--- src/rtl/dcache_refill_ctrl.sv ---
// Miss/refill sequencer for the 2-way data cache: victim pick, optional writeback, 4-beat refill.
// Define DCACHE_LRU_EN for per-set LRU replacement; otherwise a global round-robin bit is used.
module dcache_refill_ctrl #(
  parameter int unsigned INDEX_W = 8,
  parameter int unsigned TAG_W   = 20
) (
  input  logic               clk,
  input  logic               rstn,
  input  logic               req_valid,
  input  logic [INDEX_W-1:0] req_index,
  input  logic [TAG_W-1:0]   req_tag,
  input  logic [1:0]         hit,
  input  logic [1:0]         way_dirty,
  input  logic [TAG_W-1:0]   way_tag0,
  input  logic [TAG_W-1:0]   way_tag1,
  input  logic [127:0]       way_data0,
  input  logic [127:0]       way_data1,
  output logic               stall,
  output logic               wr_req,
  output logic [31:0]        wr_addr,
  output logic [127:0]       wr_data,
  input  logic               wr_rdy,
  output logic               rd_req,
  output logic [31:0]        rd_addr,
  input  logic               rd_rdy,
  input  logic               ret_valid,
  input  logic               ret_last,
  input  logic [31:0]        ret_data,
  output logic [1:0]         fill_we,
  output logic [INDEX_W-1:0] fill_index,
  output logic [TAG_W-1:0]   fill_tag,
  output logic [127:0]       fill_data,
  output logic               refill_done
);

  localparam int unsigned Sets = 2 ** INDEX_W;

  typedef enum logic [2:0] {StIdle, StWb, StRd, StRecv, StFill} state_e;

  state_e             state_q;
  logic               victim_q;
  logic [INDEX_W-1:0] index_q;
  logic [TAG_W-1:0]   tag_q;
  logic [1:0]         cnt_q;
  logic [127:0]       line_q;
  logic [127:0]       line_nxt;
  logic               victim;

`ifdef DCACHE_LRU_EN
  // One bit per set naming the way to evict next.
  logic [Sets-1:0] lru_q;
  assign victim = lru_q[req_index];
`else
  logic rr_q;
  assign victim = rr_q;
`endif

  assign stall = (state_q != StIdle) || (req_valid && (hit == 2'b00));

  // Line buffer with the current beat merged in, so the last beat lands in fill_data directly.
  always_comb begin
    line_nxt = line_q;
    line_nxt[{cnt_q, 5'd0} +: 32] = ret_data;
  end

  always_ff @(posedge clk or negedge rstn) begin
    if (!rstn) begin
      state_q     <= StIdle;
      victim_q    <= 1'b0;
      index_q     <= '0;
      tag_q       <= '0;
      cnt_q       <= 2'd0;
      line_q      <= '0;
      wr_req      <= 1'b0;
      wr_addr     <= '0;
      wr_data     <= '0;
      rd_req      <= 1'b0;
      rd_addr     <= '0;
      fill_we     <= 2'b00;
      fill_index  <= '0;
      fill_tag    <= '0;
      fill_data   <= '0;
      refill_done <= 1'b0;
`ifdef DCACHE_LRU_EN
      lru_q       <= '0;
`else
      rr_q        <= 1'b0;
`endif
    end else begin
      unique case (state_q)
        StIdle: begin
          if (req_valid) begin
            if (hit != 2'b00) begin
`ifdef DCACHE_LRU_EN
              // A hit on way1 (or both ways) makes way0 the next victim.
              lru_q[req_index] <= ~hit[1];
`endif
            end else begin
              victim_q <= victim;
              index_q  <= req_index;
              tag_q    <= req_tag;
              rd_addr  <= {req_tag, req_index, 4'h0};
              if (way_dirty[victim]) begin
                wr_req  <= 1'b1;
                wr_addr <= {(victim ? way_tag1 : way_tag0), req_index, 4'h0};
                wr_data <= victim ? way_data1 : way_data0;
                state_q <= StWb;
              end else begin
                rd_req  <= 1'b1;
                state_q <= StRd;
              end
            end
          end
        end
        StWb: begin
          if (wr_req && wr_rdy) begin
            wr_req  <= 1'b0;
            rd_req  <= 1'b1;
            state_q <= StRd;
          end
        end
        StRd: begin
          if (rd_req && rd_rdy) begin
            rd_req  <= 1'b0;
            cnt_q   <= 2'd0;
            line_q  <= '0;
            state_q <= StRecv;
          end
        end
        StRecv: begin
          if (ret_valid) begin
            line_q <= line_nxt;
            cnt_q  <= cnt_q + 2'd1;
            if (ret_last) begin
              fill_we     <= victim_q ? 2'b10 : 2'b01;
              fill_index  <= index_q;
              fill_tag    <= tag_q;
              fill_data   <= line_nxt;
              refill_done <= 1'b1;
              state_q     <= StFill;
            end
          end
        end
        StFill: begin
          fill_we     <= 2'b00;
          refill_done <= 1'b0;
`ifdef DCACHE_LRU_EN
          lru_q[index_q] <= ~victim_q;
`else
          rr_q <= ~rr_q;
`endif
          state_q     <= StIdle;
        end
        default: state_q <= StIdle;
      endcase
    end
  end

endmodule

--- config.mk ---
export PLATFORM = sky130hd
export DESIGN_NAME = dcache_refill_ctrl
export DESIGN_NICKNAME = d
export VERILOG_FILES = /design/src/rtl/dcache_refill_ctrl.sv
export SDC_FILE = /design/constraint.sdc
export NUM_CORES = 1
export LEC_CHECK = 0
export CAP_MARGIN = 10
export CORE_AREA = 2 2 279 281
export CTS_CLUSTER_DIAMETER = 40
export DETAILED_ROUTE_END_ITERATION = 10
export DIE_AREA = 0 0 281 283
export PLACE_DENSITY = 0.62
export SLEW_MARGIN = 20
export SYNTH_ARGS = -nofsm -noshare
export SYNTH_HDL_FRONTEND = slang
export SYNTH_SLANG_ARGS = --single-unit
--- constraint.sdc ---
create_clock -name clk -period 2.22 [get_ports clk]
set_input_delay 0.333 -clock clk [delete_from_list [all_inputs] [get_ports clk]]
set_output_delay 0.333 -clock clk [all_outputs]
set_load 0.02 [all_outputs]
## After elaboration in Yosys (flattened, before gate mapping)

Cells that the tools add are included.

| operators by class | value |
|---|---|
| eq/ne operators | 12 |
| $lt $le $gt $ge | 1 |
| $add $sub $neg | 2 |
| shifts and indexed selects | 2 |
| multiplexer cells | 37 |
| reduce and logical (&&, ||, !) cells | 20 |
| bitwise operators | 2 |

Operator list:

| operator | count |
|---|---|
| 128-bit two-way mux | 3 |
| 128-bit case mux with 2 select lines | 1 |
| 128-bit bitwise mux | 1 |
| 32-bit by 9-bit variable shift with 128-bit output (first input constant) | 1 |
| 32-bit by 9-bit indexed part select with 128-bit output | 1 |
| 20-bit two-way mux | 1 |
| 3-bit two-way mux | 6 |
| 2-bit inequality test (second input constant) | 8 |
| 1-bit two-way mux | 13 |
| 2-bit two-way mux | 6 |
| 3-bit case mux with 4 select lines | 1 |
| 3-bit AND reduction | 4 |
| 6-bit AND reduction | 2 |
| 7-bit negation with 9-bit output | 1 |
| 2-bit case mux with 2 select lines | 2 |
| 2-bit nonzero test | 4 |
| 3-bit by 2-bit equality test with 1-bit output (second input constant) | 2 |
| 3-bit nonzero test | 2 |
| 5-bit AND reduction | 1 |
| 1-bit case mux with 2 select lines | 2 |
| 4-bit AND reduction | 1 |
| 3-bit by 1-bit equality test with 1-bit output (second input constant) | 1 |
| 3-bit equality test (second input constant) | 1 |
| 1-bit logical AND | 3 |
| 7 further kinds | 8 |

| storage, ports and cells | value |
|---|---|
| output and inout port bits | 354 |
| bits of input ports | 367 |
| bits in registers | 508 |
| logic and storage cells | 93 |

## Logic depth before layout (Yosys ltp)

Gate-level depths: netlist of the first run.

| logic depth | value |
|---|---|
| word-level depth | 6 |
| gate-level depth with buffers | 9 |
| depth with buffers taken out | 6 |

## Worst setup path before layout of the first run

Ideal clock, no wire load.

| timing path | value |
|---|---|
| path kind | flip-flop to flip-flop |
| start point | reg cnt_q[0] |
| end point | reg line_q[66] |
| library setup time | 121 ps |
| data required time | 2099 ps |
| arrival | 1806 ps |
| cell stages (with the launch flop) | 9 |
| setup slack | 293 ps |
| buffers on the path | 3 |
| period minus slack after synthesis | 1927 ps |
| cell sequence | dfrtp_1 inv_2 ha_1 and4_1 clkbuf_1 and2_1 buf_2 buf_2 a22o_1 |

| on the way | value |
|---|---|
| cells in the longest elaborated chain, start to end | 5 |
| elaborated cells between the ends (all ways) | 6 |
| classes of those cells | add/sub: 1; shift: 2; mux: 3 |

RTL lines:

| what | line | source |
|---|---|---|
| from (decl) | 44 | `logic [1:0] cnt_q;` |
| from (signal assigned) | 133 | `cnt_q <= cnt_q + 2'd1;` |
| 7-bit negation with 9-bit output (*) | 63 | `line_nxt[{cnt_q, 5'd0} +: 32] = ret_data;` |
| 32-bit by 9-bit indexed part select with 128-bit output or 32-bit by 9-bit variable shift with 128-bit output (tied branches) | 63 |  |
| 128-bit bitwise mux (*) | 63 |  |
| 128-bit two-way mux (*) | 131 | `if (ret_valid) begin` |
| 128-bit case mux with 2 select lines (*) | 90 | `unique case (state_q)` |
| to (signal assigned) | 132 | `line_q <= line_nxt;` |
| to (decl) | 45 | `logic [127:0] line_q;` |

Mark *: on every way between the ends. The rest lies on a longest branch, timed or not. The select of a mux whose other input is x is not followed.
A chain may end at the register's enable or synchronous reset.

## Worst setup path in the final report of the first run

| timing path | value |
|---|---|
| start point | reg cnt_q[1] |
| end point | reg fill_data[119] |

| on the way | value |
|---|---|
| cells in the longest elaborated chain, start to end | 3 |
| elaborated cells between the ends (all ways) | 4 |
| classes of those cells | add/sub: 1; shift: 2; mux: 1 |

RTL lines:

| what | line | source |
|---|---|---|
| 7-bit negation with 9-bit output (*) | 63 |  |
| 32-bit by 9-bit indexed part select with 128-bit output or 32-bit by 9-bit variable shift with 128-bit output (tied branches) | 63 |  |
| 128-bit bitwise mux (*) | 63 |  |
| to (signal assigned) | 138 | `fill_data <= line_nxt;` |
| to (decl) | 32 | `output logic [127:0] fill_data,` |

Mark *: on every way between the ends. The rest lies on a longest branch, timed or not.

==> results of run 1 <==
-- state kept, by name, summed over array words and instances, names as in the netlist, 2 cells and up --
register / flops
fill_data: 128
line_q: 128
wr_data: 128
wr_addr: 28
fill_tag: 20
tag_q: 20
fill_index: 8
index_q: 7
state_q: 3
cnt_q: 2
fill_we: 2
-- through the flow --
| step | setup TNS [ns] | instances |
|---|---|---|
| floorplan | 0 | 1832 |
| global placement | 0 | 3498 |
| detailed placement | -0.0546 | 3498 |
| CTS | 0 | 3651 |
| global route | -0.0412 | 3657 |
| finish | 0 | 3659 |
-- worst max-delay path by stage --
| stage | from | end | slack [ns] |
|---|---|---|---|
| global placement | ret_valid | fill_data[64] | 0.006 |
| global route | cnt_q[0] | fill_data[119] | -0.02 |
| CTS | fill_data[2] | fill_data[2] | 0.01 |
| floorplan | cnt_q[0] | line_q[66] | 0.29 |
| detailed placement | ret_valid | fill_data[64] | -0.05 |
| finish | cnt_q[1] | fill_data[119] | 0.04 |
-- report_power, final --
group	internal, µW	switching, µW
Combinational	9090	11900
Sequential	12200	2400
Clock	8160	4670
Total	29500	18900
-- synthesized netlist by cell type (all sizes together) --
library cell	instances
nor3	7
buf	117
and4	1
ha	5
nor2b	1
or2	1
a21oi	4
nor4bb	1
mux2i	149
inv	7
mux2	39
nor3b	2
nor4	1
clkbuf	62
a221oi	127
o21ai	159
o2bb2ai	2
dfrtp	480
a31oi	2
nand2	252
and3	1
and4b	1
nor2	260
a21o	1
nand2b	4
and2	4
nand3	3
a22oi	1
or3b	1
nand3b	1
o31ai	1
conb	1
xnor2	1
a22o	126
-- per-layer routing --
metal  vias to the layer above  GRT usage, %
li1                       7906             -
met1                      8803          24.4
met2                       747          39.4
met3                       142          5.37
met4                        20          9.47
met5                         -             0
-- placed cells by master, fill, tap and decap left out, drive strengths merged, types with 4 or more instances in the layout --
cell type      synthesis  layout
bufinv                 0       8
clkbuf                62     102
mux2i                149     149
a22o                 126     126
diode                  0       6
conb                   1       8
buf                  117     103
a21oi                  4       4
nor2                 260     260
a221oi               127     127
dfrtp                480     480
nor3                   7       7
o21ai                159     159
nand2                252     252
and2                   4       4
mux2                  39      39
clkinvlp               0       6
clkinv                 0      24
nand2b                 4       4
ha                     5       5
inv                    7      19
clkdlybuf4s50          0     700
-- cells by family (layout without fill, tap and decap cells) --
logic type,count (synthesis),count (layout)
compound gates,423,423
xor+xnor,1,1
fa+ha+maj,5,5
buf+inv,186,967
flops,480,480
mux,188,188
other cells,1,14
simple gates,541,541
-- critical path: stages (launching register included) --
cell and delay (ns):
dfrtp_1 0.37, inv_1 0.09, ha_1 0.24, nand2b_1 0.21, nor2_4 0.78, buf_6 0.22, a221oi_2 0.05, nor2_1 0.13
-- final cells by class --
| type | instances | area, µm² |
|---|---|---|
| fillers | 7190 | 44600 |
| flip-flops and latches | 480 | 12000 |
| repair buffers | 808 | 8220 |
| multi-input cells | 1166 | 7680 |
| clock buffers | 102 | 2230 |
| well taps | 1040 | 1300 |
| clock inverters | 50 | 594 |
| inverters | 7 | 31.3 |
| diodes | 6 | 15.0 |
-- what timing repair did --
item	4_1_cts	5_1_grt
gates resized for setup	4	4
pin swaps	0	1
hold buffers	1	0
buffers inserted	0	2
endpoints found under the setup margin	4	36
hold endpoints to repair	31	0
==> results by group, run 1 <==
Logic synthesis
  • Sequential share of the synthesized area: between 50% and 60%
  • Post-synthesis adder-cell area fraction: 0.305%
  • Synth area leaders: dfrtp_1 59%, mux2i_1 7.3%, a22o_1 5.4%
  • Synthesized instance count: about 1800
  • Synth Cell Area: between 0.02 and 0.025 mm²
  • Compound-Gate Fraction of Synth Area: ~17%
  • Top-area cell type share of the netlist area: about three fifths
  • Mux cell area share after synthesis: 9.51%
  • Synth Area per Inst: between 10 and 15 µm²
  • #FFs+latches synth: 480
  • Largest family of logic cells by synthesized area: compound AO/OA/AOI/OAI gates
  • Synth unique cells: about 50
  • Xor and xnor fraction of the mapped netlist area: 0.0427%
  • Ys Warns: 0
  • Synth Area in Simple Gates: roughly a tenth
  • Synth area leader: dfrtp_1

Power
  • Design Power: 48400 µW
  • Max VDD drop: approximately 0.00063 V
  • Power per cell area: between 1500 and 2000 mW/mm²
  • Leak: ~0.014 µW

Floorplan
  • Num rows: around 100
  • Starting Density: 26.7%
  • Die Wd: ~280 µm
  • Core Area: between 0.07 and 0.08 mm²
  • Die area: 0.0795 mm²
  • Die height: ~280 µm
  • Ports: between 700 and 800

Timing
  • Slew Limit Fails: 0
  • Count of final hold-check violations: 0
  • Clock skew: 0.0322 ns
  • Final setup margin: 0.0378 ns
  • Slew @ Worst Pin: ~1.0 ns
  • Relative slew slack: between 30% and 40%
  • Worst hold slack: around 0.27 ns
  • Post-route clock period utilization: a little over nine tenths
  • Final number of setup-violating endpoints: 0
  • Unrepaired setup endpoints after global routing: true
  • Period minus WS final: 2.18 ns
  • FMAX: 458 MHz

Global routing
  • Vias in the first global route: 18180
  • First-pass GRT wire length: between 100000 and 150000 µm
  • Pin count of the biggest net entering global routing: 64
  • GRT Residual Overflow: 0
  • Initial antenna violation count: 19
  • Total GRT Usage: 21.9%

Worst setup path
  • Worst Path Arrival: roughly 2.7 ns
  • R2r startpoint: cnt_q[1]
  • Worst reg2reg path depth: 7
  • FF-to-FF End: fill_data[119]
  • CP max FO: 25
  • WS Path Type: flip-flop to flip-flop
  • Worst Path Required: 2.76 ns
  • Worst setup EP type: flip-flop
  • Reg2reg setup slack: ~0.038 ns
  • CP Launch Type: flip-flop

Layout
  • Final core area utilization: 41.8%
  • Final nets: roughly 2900
  • Final instance area: 0.0321 mm²
  • Share of cells above drive strength 1: 13.3%
  • Layout area overhead: 56.4%

Drt
  • Routed wl met2: roughly 46000 µm
  • WL/cell: between 20 and 25 µm
  • Top routing layer in use: met5
  • Total number of vias: 17618
  • Metal3 WL: around 6400 µm
  • Vias/cell: 4.81
  • Drt first pass iters: 5
  • Initial DRC count: ~1300
  • DRC violations left: 0
  • Final ANT Viol Nets: 0
  • Final WL: between 80000 and 90000 µm
  • WL met1: 32000 µm

Placed design
  • Hpwl dp: 69700 µm
  • Placed instance area: between 0.02 and 0.03 mm²
  • Placer Congestion: around 0.96
  • PortBufs: 712
  • Pre-CTS setup slack: -0.0546 ns

Clock tree
  • Num CTS Buffers: 83
  • Maximum buffer depth of the clock tree: 3
  • CTS Sinks: 480
  • H-tree depth reported by CTS: 3
  • CTS Root Cell: clkbuf_16
  • CTS clk-pin slew, worst paths: around 0.050 ns
  • Worst-Skew Late Latency: between 0.6 and 0.7 ns
  • CTS tree: done

Flow run
  • MaxCap Viol Count: 0

Hold path
  • Hold Path Class: input pin to async pin

Run status
  • Status: finished clean
Power figures use the tool's default switching activity.
==> inputs of run 2 (changes only) <==
Settings changed: PLACE_DENSITY 0.62 to 0.53.
==> results by group, run 2 (synthesized netlist as in run 1, its figures left out) <==
Run status
  • Status: finished clean

Clock tree
  • Worst-Skew Late Latency: slightly above 0.6 ns
  • CTS Sinks: between 400 and 500
  • CTS tree: done
  • Num CTS Buffers: 86
  • CTS Root Cell: clkbuf_16
  • Maximum buffer depth of the clock tree: 3
  • CTS clk-pin slew, worst paths: ~0.06 ns
  • H-tree depth reported by CTS: 3

Floorplan
  • Die area: between 0.07 and 0.08 mm²
  • Starting Density: about a quarter
  • Core Area: roughly 0.077 mm²
  • Num rows: between 100 and 150
  • Die Wd: between 200 and 300 µm
  • Ports: about 720
  • Die height: between 200 and 300 µm

Global routing
  • Pin count of the biggest net entering global routing: 72
  • GRT Residual Overflow: 0
  • Initial antenna violation count: 4
  • Vias in the first global route: between 15000 and 20000
  • First-pass GRT wire length: around 130000 µm
  • Total GRT Usage: between 20 and 25%

Power
  • Power per cell area: 1530 mW/mm²
  • Max VDD drop: around 0.00074 V
  • Leak: roughly 0.014 µW

Hold path
  • Hold Path Class: input pin to async pin

Layout
  • Layout area overhead: 58.0%
  • Most frequent cells in the layout: 704 x clkdlybuf4s50_1, 478 x dfrtp_1, 258 x nor2_1
  • # fillers: 7226
  • Share of cells above drive strength 1: about 14%
  • Most common cell after layout, fill and taps aside: clkdlybuf4s50_1
  • Largest regs: fill_data: 128 flops, line_q: 128 flops, wr_data: 128 flops
  • Final core area utilization: 42.2%
  • Final instance area: between 0.03 and 0.04 mm²
  • Final nets: just under 3000
  • Final std cells w/o fill: approximately 3700

Worst setup path
  • WS Path Type: flip-flop to output pin
  • Worst Path Buf+Inv: 1
  • CP delay by family, top: buffers and inverters
  • CP Launch Type: flip-flop
  • Worst Path Required: 1.89 ns
  • Slowest cell on the critical path: clkdlybuf4s50_1
  • Worst Path Arrival: about 1.8 ns
  • Crit path cell chain: clkdlybuf4s50_1
  • Max stage delay on crit path: between 0.8 and 0.9 ns
  • CP max FO: 2
  • Worst setup EP type: output pin
  • Reg2reg setup slack: 0.12 ns

Drt
  • Initial DRC count: around 1100
  • Total number of vias: ~17000
  • Vias/cell: between 4 and 5
  • WL/cell: 24.1 µm
  • Final ANT Viol Nets: 0
  • DRC violations left: 0
  • Final WL: slightly below 90000 µm
  • Drt first pass iters: 5

Placed design
  • Hpwl dp: 68200 µm
  • PortBufs: between 700 and 800
  • Placed instance area: between 0.02 and 0.03 mm²
  • Placer Congestion: around 0.86
  • Placed insts: 3496

Timing
  • Slew @ Worst Pin: ~0.58 ns
  • Slew Limit Fails: 0
  • FMAX: about 460 MHz
  • Relative slew slack: 61.5%
  • Clock skew: about 0.025 ns
  • Post-route clock period utilization: between 90% and 100%
  • Count of final hold-check violations: 0
  • Period minus WS final: about 2.2 ns
  • Final number of setup-violating endpoints: 0
  • Worst hold slack: about 0.25 ns

Flow run
  • MaxCap Viol Count: 0
[run 2: cell types whose count changed in the layout (fill, tap and decap cells not counted), moves of 4 or more]
cell,delta
inv_6,+5
clkbuf_16,+4
clkinvlp_4,+11
clkinv_2,-8
buf_4,-7
clkbuf_1,-8
bufinv_16,+5
clkdlybuf4s50_1,+4
[run 2: where the power goes]
group | leakage (µW) | internal (µW) | switching, µW
sequential | 0.00619 | 12200 | 2310
combinational | 0.00671 | 9040 | 12100
clock | 0.00148 | 9120 | 4970
[run 2: final timing paths]
kind,to,depth (start not counted),startpoint
setup / recovery,wr_addr[28],1,wr_addr[28]
min in group clk,tag_q[16],2,req_tag[16]
max in group asynchronous,fill_tag[19],4,rstn
setup reg to reg,line_q[122],6,cnt_q[0]
hold / removal,line_q[13],2,rstn
hold reg to reg,fill_index[1],2,fill_index[1]
[run 2: per-layer routing]
metal | vias to the layer above | track usage, % | part of all wire, %
met5 | - | 0 | 0
met4 | 0 | 7.05 | 2.8
met3 | 100 | 4.96 | 6.0
met2 | 629 | 40.3 | 53
met1 | 8687 | 25.0 | 38
li1 | 7915 | - | -
[run 2: area by class of cell]
type | instances | area (µm²) | share of cell area, %
Tap cell | 1040 | 1300 | 4.02
Inverter | 7 | 33.8 | 0.104
Timing Repair Buffer | 805 | 8230 | 25.4
Multi-Input combinational cell | 1166 | 7680 | 23.7
Clock inverter | 62 | 817 | 2.52
Sequential cell | 480 | 12000 | 37.1
Antenna cell | 3 | 7.51 | 0.0232
Clock buffer | 99 | 2310 | 7.14
[run 2: per-stage QoR]
stage                     power, µW  setup slack, ns  TNS (ns)
final                         49700           0.0667         0
after global routing          52000         -0.00694  -0.00694
after CTS                     50400          0.00121         0
after detailed placement      36100           -0.134     -8.00
after global placement        35800           -0.142    -11.48
after floorplan               24000            0.293         0
[run 2: repair_timing]
item,in CTS,in global routing
endpoints found under the setup margin,6,16
buffers inserted,1,0
resized for setup,5,5
endpoints found under the hold margin,33,0
pin swaps,1,0
hold buffers,1,0
==> inputs of run 3 (changes only) <==
Settings changed: ABC_AREA from default to 0.
==> results of run 3 <==
Final layout, timing and power as in run 2 (identical DEF).
